--- src/rtl/wb_arbiter.sv ---
// Writeback arbiter: merges load returns and ALU results into one regfile write port.
// Optional load size/sign extension is compiled in with `define WB_LOAD_EXT_EN.
module wb_arbiter #(
  parameter int unsigned XLEN       = 64,
  parameter int unsigned FIFO_DEPTH = 2
) (
  input  logic                          clk,
  input  logic                          rst_n,
  input  logic                          alu_valid,
  output logic                          alu_ready,
  input  logic [4:0]                    alu_rd,
  input  logic [XLEN-1:0]               alu_data,
  input  logic                          mem_valid,
  input  logic [4:0]                    mem_rd,
  input  logic [XLEN-1:0]               mem_data,
  input  logic [1:0]                    mem_size,
  input  logic                          mem_unsigned,
  output logic                          write_enable,
  output logic [4:0]                    waddr,
  output logic [XLEN-1:0]               wdata,
  output logic [$clog2(FIFO_DEPTH):0]   alu_pending
);

  localparam int unsigned PTR_W = $clog2(FIFO_DEPTH);
  localparam int unsigned CNT_W = PTR_W + 1;

  typedef struct packed {
    logic [4:0]      rd;
    logic [XLEN-1:0] data;
  } wb_entry_t;

  wb_entry_t        fifo_q [FIFO_DEPTH];
  logic [PTR_W-1:0] rd_ptr_q;
  logic [PTR_W-1:0] wr_ptr_q;
  logic [CNT_W-1:0] count_q;

  logic             accept;
  logic             fifo_empty;
  logic             push;
  logic             pop;
  logic             bypass;
  logic             sel_valid;
  wb_entry_t        sel_entry;
  logic [XLEN-1:0]  load_data;

  // Ready only reflects stored occupancy; a full FIFO never passes a result through.
  assign alu_ready   = rst_n && (count_q < CNT_W'(FIFO_DEPTH));
  assign alu_pending = count_q;

`ifdef WB_LOAD_EXT_EN
  logic ext_bit;

  // Extension bit is the top bit of the loaded size, forced to 0 for unsigned loads.
  always_comb begin
    ext_bit   = 1'b0;
    load_data = mem_data;
    case (mem_size)
      2'd0: begin
        ext_bit   = ~mem_unsigned & mem_data[7];
        load_data = {{(XLEN-8){ext_bit}}, mem_data[7:0]};
      end
      2'd1: begin
        ext_bit   = ~mem_unsigned & mem_data[15];
        load_data = {{(XLEN-16){ext_bit}}, mem_data[15:0]};
      end
      2'd2: begin
        ext_bit   = ~mem_unsigned & mem_data[31];
        load_data = {{(XLEN-32){ext_bit}}, mem_data[31:0]};
      end
      default: load_data = mem_data;
    endcase
  end
`else
  logic unused_ext;

  assign load_data  = mem_data;
  assign unused_ext = ^{mem_size, mem_unsigned};
`endif

  // Priority: load, then FIFO head, then the incoming ALU result directly.
  always_comb begin
    accept     = alu_valid && alu_ready;
    fifo_empty = (count_q == '0);
    pop        = !mem_valid && !fifo_empty;
    bypass     = !mem_valid && fifo_empty && accept;
    push       = accept && !bypass;
    sel_valid  = mem_valid || !fifo_empty || accept;
    sel_entry  = {alu_rd, alu_data};
    if (mem_valid) begin
      sel_entry = {mem_rd, load_data};
    end else if (!fifo_empty) begin
      sel_entry = fifo_q[rd_ptr_q];
    end
  end

  always_ff @(posedge clk or negedge rst_n) begin
    if (!rst_n) begin
      rd_ptr_q <= '0;
      wr_ptr_q <= '0;
      count_q  <= '0;
    end else begin
      if (push) begin
        wr_ptr_q <= wr_ptr_q + PTR_W'(1);
      end
      if (pop) begin
        rd_ptr_q <= rd_ptr_q + PTR_W'(1);
      end
      count_q <= count_q + CNT_W'(push) - CNT_W'(pop);
    end
  end

  // Entry storage needs no reset: occupancy gates every read.
  always_ff @(posedge clk) begin
    if (push) begin
      fifo_q[wr_ptr_q] <= {alu_rd, alu_data};
    end
  end

  // rd = 0 is consumed without a write; address/data hold when idle.
  always_ff @(posedge clk or negedge rst_n) begin
    if (!rst_n) begin
      write_enable <= 1'b0;
      waddr        <= '0;
      wdata        <= '0;
    end else begin
      write_enable <= sel_valid && (sel_entry.rd != 5'd0);
      if (sel_valid) begin
        waddr <= sel_entry.rd;
        wdata <= sel_entry.data;
      end
    end
  end

endmodule

--- config.mk ---
export PLATFORM = sky130hd
export DESIGN_NAME = wb_arbiter
export DESIGN_NICKNAME = d
export VERILOG_FILES = /design/src/rtl/wb_arbiter.sv
export SDC_FILE = /design/constraint.sdc
export NUM_CORES = 1
export LEC_CHECK = 0
export BUFFER_PORTS_ARGS = -buffer_cell sky130_fd_sc_hd__buf_2
export CAP_MARGIN = 20
export CORE_MARGIN = 2
export CORE_UTILIZATION = 40
export CTS_CLUSTER_DIAMETER = 150
export DETAILED_ROUTE_END_ITERATION = 7
export GPL_TIMING_DRIVEN = 0
export PLACE_DENSITY = 0.66
export SLEW_MARGIN = 20
export SYNTH_ARGS = -nofsm -noshare
export SYNTH_HDL_FRONTEND = slang
export SYNTH_SLANG_ARGS = --single-unit
--- constraint.sdc ---
create_clock -name clk -period 7.5 [get_ports clk]
set_clock_uncertainty 0.1 [all_clocks]
set_input_delay 2.25 -clock clk [delete_from_list [all_inputs] [get_ports clk]]
set_output_delay 2.25 -clock clk [all_outputs]
set_load 0.02 [all_outputs]
After elaboration in Yosys (flattened, before gate mapping)
Memories as Yosys holds them, arrays and structs flattened.
Cells that the tools add are included.
- multiplexer cells: 4
- $add $sub $neg: 4
- order comparisons: 1
- reductions and logical operators: 14
- operators by type and width (operator ; number):
    2-to-1 mux 69 bit ; 2
    logical AND 1 bit ; 7
    nonzero test 5 bit ; 1
    logical NOT 1 bit ; 3
    adder 1 bit (second input constant) ; 2
    adder 2 x 1 -> 2 bit ; 1
    logical NOT 2 bit ; 1
    logical OR 1 bit ; 2
    < comparator 2 bit (second input constant) ; 1
    2-to-1 mux 1 bit ; 2
    subtractor 2 x 1 -> 2 bit ; 1
- flip-flop bits (word level): 74
- bits in writable memories: 138
- logic and storage cells: 30
- memories: 1
- input port bits: 145
- memory list (name ; words ; bits a word ; rd ports ; clocked after memory_dff ; write ports ; line ; RTL):
    fifo_q ; 2 ; 69 ; 1 ; 0 ; 1 ; 32 ; wb_entry_t fifo_q [FIFO_DEPTH];

Depth between registers and ports, before layout
- word-level depth: 8
- gate-level depth with buffers: 8
- mapped depth without buffers: 5

Worst setup path before layout
OpenSTA, ideal clock, no wires.
- path type: input-to-reg
- from: in mem_valid
- to: mem fifo_q[0][0] in the netlist's numbering, enable pin
- arrival: 9.182 ns
- data required time: 6.734 ns
- setup time: 0.666 ns
- setup slack: -2.448 ns
- cell stages on the path: 4
- path through: buf_2 > buf_2 > nor2_1 > nor4_1
- cells in the longest elaborated chain, start to end: 7
- ends and longest elaborated chain (element ; line ; RTL):
    from (decl) ; 13 ; input logic mem_valid,
    logical NOT 1 bit ; 85 ; bypass = !mem_valid && fifo_empty && accept;
    logical AND 1 bit (2 in series) ; 85 ;
    logical NOT 1 bit ; 86 ; push = accept && !bypass;
    logical AND 1 bit ; 86 ;
    2-to-1 mux 1 bit ; 114 ; if (push) begin
    2-to-1 mux 1 bit (not written as such) ; 115 ; fifo_q[wr_ptr_q] <= {alu_rd, alu_data};
    to (decl) ; 32 ;
Every way passes these cells.

Worst setup path in the final report
- from: in rst_n
- to: out alu_ready
- cells in the longest elaborated chain, start to end: 1
- ends and longest elaborated chain (element ; line ; RTL):
    from (decl) ; 8 ; input logic rst_n,
    logical AND 1 bit ; 47 ; assign alu_ready = rst_n && (count_q < CNT_W'(FIFO_DEPTH));
    to (decl) ; 10 ; output logic alu_ready,
Every way passes these cells.

==> flow_summary.ini <==
[critical_path]
worst-r2r-setup-slack_ns = 4.76
top_fanout_value_on_the_critical_path = 42
crit_start = rst_n
worstSetupPathType = primary input to output port
worst-endpoint-required_ns = 5.15
timing.rr.start = alu_pending[1]$_DFF_PN0_
setup.worst_path.end_class = output port
critical_path_source_type = primary input
cp-endpoint = alu_ready
reg2reg_depth = 7
r2r_endpoint = fifo_q[0][51]$_DFFE_PP_
timing.critical_path.arrival_ns = 3.19

[synthesis]
synthDominantCellAreaShare = 0.456
syn-num-nets = 861
synth_sequential_area_ratio = 0.660
post_synth_inst_count = 715
synth_top_cells_by_area = sky130_fd_sc_hd__edfxtp_1, sky130_fd_sc_hd__dfrtp_1, sky130_fd_sc_hd__mux2i_1
synthesis.area_um2 = 9090
yosysUniqueCellTypes = 28
postSynth.asyncResetShare = 0.349
most_frequently_used_cell_type_in_the_post_synthesis_netlist = sky130_fd_sc_hd__edfxtp_1
synth-edff-count = 138
synth-warning-count = 0
synth.cells.most_frequent = sky130_fd_sc_hd__edfxtp_1, sky130_fd_sc_hd__dfrtp_1, sky130_fd_sc_hd__nand2_1
synthesis.area_per_instance_um2 = 12.7
postSynth.topFlopCell = sky130_fd_sc_hd__edfxtp_1
synth_seq_cells = 212
yosys.area.top_type = sky130_fd_sc_hd__edfxtp_1

[die]
placement_rows = 55
die-width_um = 155
die_height_um = 155
fp.coreArea_um2 = 22500
top_level_ports = 218
die_area_um2 = 23900
initial_core_util = 0.404

[run]
maxCapViolations = 0

[placed_design]
placed_cell_area_um2 = 10600
io_buffers = 213
pre_cts_slack_ns = 1.92
detailedPlacementHpwl_um = 16800
finalWeightedCongestion = 0.750

[clock_network]
post-cts-setup-buffers = 0
cts_root_buffer = sky130_fd_sc_hd__clkbuf_16
cts_resized = 0
worst_setup_hold_path_clk_slew_ns = 0.06
cts_tree = yes
cts.sinks = 212
cts.path.max_buffers = 3
clock_tree.htree_level_count = 1
worst_skew_pair_latency_ns = 0.51
cts_inserted_buffers = 24
cts_hold_buf = 0

[sta]
timing.setup.tns_ns = 0
worst_slew_margin_rel = 0.605
layout_setup_ws_ns = 1.96
number_of_pins_with_negative_max_slew_slack_in_the_final_report = 0
hold-worst-slack_ns = 0.374
layout_worst_path_cycle_share = 0.739
hold_viol = 0
finalSetupViolCount = 0
worst_slew_pin_slew_ns = 0.592
max_freq_mhz = 180
min_period_ns = 5.54
rsz0062_at_grt = no

[detailed_routing]
vias_per_cell = 5.30
dr.pass1.iters = 5
drt_first_iter_violations = 380
routed_wirelength_normalized_by_instance_count_um = 19.2
route.antenna.remaining_nets = 0
drt-total-wl_um = 24300
number_of_remaining_drc_errors = 0
detailroute.via_count = 6715

[grt]
maximum_number_of_pins_on_one_net_before_global_route_repair = 43
antenna_violations_before_repair = 3
globalRouteOverflowTotal = 0
grt_use_total = 0.202
grt_first_pass_wirelength_um = 37900
first_global_vias = 6793

[finish]
synthesis_to_finish_area_growth_pct = 26.2
area_of_all_placed_cells_without_fillers_um2 = 11500
drive_gt1_frac = 0.326
num-nets-final = 1109

[run_status]
outcome = completed

[min_path]
timing.hold.worst.class = flop to flop

[power_and_ir_drop]
worst_ir_drop_vdd_v = 0.000185
p_per_area_nw_per_um2 = 385
total_leakage_power_uw = 0.00456
-- per-layer routing --
layer	vias up	global-route usage	wire (um)
met5	-	0	13
met4	2	0.0560	569
met3	44	0.0398	1520
met2	217	0.335	11700
met1	3262	0.272	10500
li1	3190	-	-
-- layout by cell type (no fill, tap or decap), types with 8 or more instances in the layout --
cell type | Yosys | final
sky130_fd_sc_hd__dfrtp_1 | 74 | 74
sky130_fd_sc_hd__a211oi_1 | 48 | 48
sky130_fd_sc_hd__o21ai_0 | 47 | 47
sky130_fd_sc_hd__o21ai_1 | 20 | 20
sky130_fd_sc_hd__nand2_1 | 73 | 73
sky130_fd_sc_hd__nor3_1 | 69 | 69
sky130_fd_sc_hd__clkbuf_1 | 23 | 27
sky130_fd_sc_hd__edfxtp_1 | 138 | 138
sky130_fd_sc_hd__clkbuf_16 | 0 | 25
sky130_fd_sc_hd__a211oi_2 | 21 | 21
sky130_fd_sc_hd__buf_2 | 32 | 244
sky130_fd_sc_hd__mux2i_1 | 69 | 69
sky130_fd_sc_hd__buf_6 | 5 | 8
sky130_fd_sc_hd__a21oi_1 | 72 | 72
-- cell families (layout without fill, tap and decap cells) --
group | after synthesis | in the layout | share of synthesized area
AO/OA/AOI/OAI | 212 | 212 | 0.150
other | 0 | 1 | 0
flip-flops | 212 | 212 | 0.660
adder cells (fa/ha/maj) | 1 | 1 | 0.00138
AND/OR/NAND/NOR | 153 | 153 | 0.0746
multiplexers | 69 | 69 | 0.0760
XOR/XNOR | 3 | 3 | 0.00289
buffers and inverters | 65 | 331 | 0.0358
-- through the flow --
stage / util / power (uW) / std cells
2_1_floorplan: - / 2680 / 715
3_3_place_gp: 0.467 / 3190 / 1213
3_5_place_dp: 0.473 / 3220 / 1222
4_1_cts: 0.510 / 4460 / 1266
5_1_grt: 0.510 / 4660 / 1266
6_report: 0.510 / 4410 / 1267
-- worst max-delay path: stages --
cell and delay, ns:
sky130_fd_sc_hd__buf_4 0.46, sky130_fd_sc_hd__nor2b_1 0.26, sky130_fd_sc_hd__buf_2 0.19
-- layout make-up --
| class | count | area, um2 |
|---|---|---|
| Fill cell | 2020 | 11000 |
| Sequential cell | 212 | 6000 |
| Multi-Input combinational cell | 438 | 2790 |
| Timing Repair Buffer | 222 | 1170 |
| Clock buffer | 31 | 668 |
| Tap cell | 285 | 357 |
| Buffer | 64 | 322 |
| Clock inverter | 13 | 166 |
| Inverter | 1 | 3.75 |
| Antenna cell | 1 | 2.50 |
-- registers in the layout (all words and copies together) (netlist names) --
name	cells
fifo_q	138
write_enable	1
waddr	5
rd_ptr_q	1
wdata	64
wr_ptr_q	1
alu_pending	2
-- how the worst min path moves through the flow --
stage	start	slack, ns	cells past startpoint	end
2_1_floorplan	wr_ptr_q$_DFFE_PN0P_	0.37	1	wr_ptr_q$_DFFE_PN0P_
3_3_place_gp	wdata[28]$_DFFE_PN0P_	0.36	2	wdata[28]$_DFFE_PN0P_
3_5_place_dp	wdata[48]$_DFFE_PN0P_	0.37	2	wdata[48]$_DFFE_PN0P_
4_1_cts	wdata[48]$_DFFE_PN0P_	0.38	2	wdata[48]$_DFFE_PN0P_
5_1_grt	wdata[53]$_DFFE_PN0P_	0.39	2	wdata[53]$_DFFE_PN0P_
6_report	wdata[28]$_DFFE_PN0P_	0.37	2	wdata[28]$_DFFE_PN0P_
-- where the power goes --
group	leakage (uW)	total, uW	switching (uW)	internal, uW
Combinational	0.00203	1580	1020	556
Sequential	0.00214	1610	107	1500
Clock	0.000396	1230	463	763
Total	0.00456	4410	1590	2820
Power figures use the tool's default switching activity.
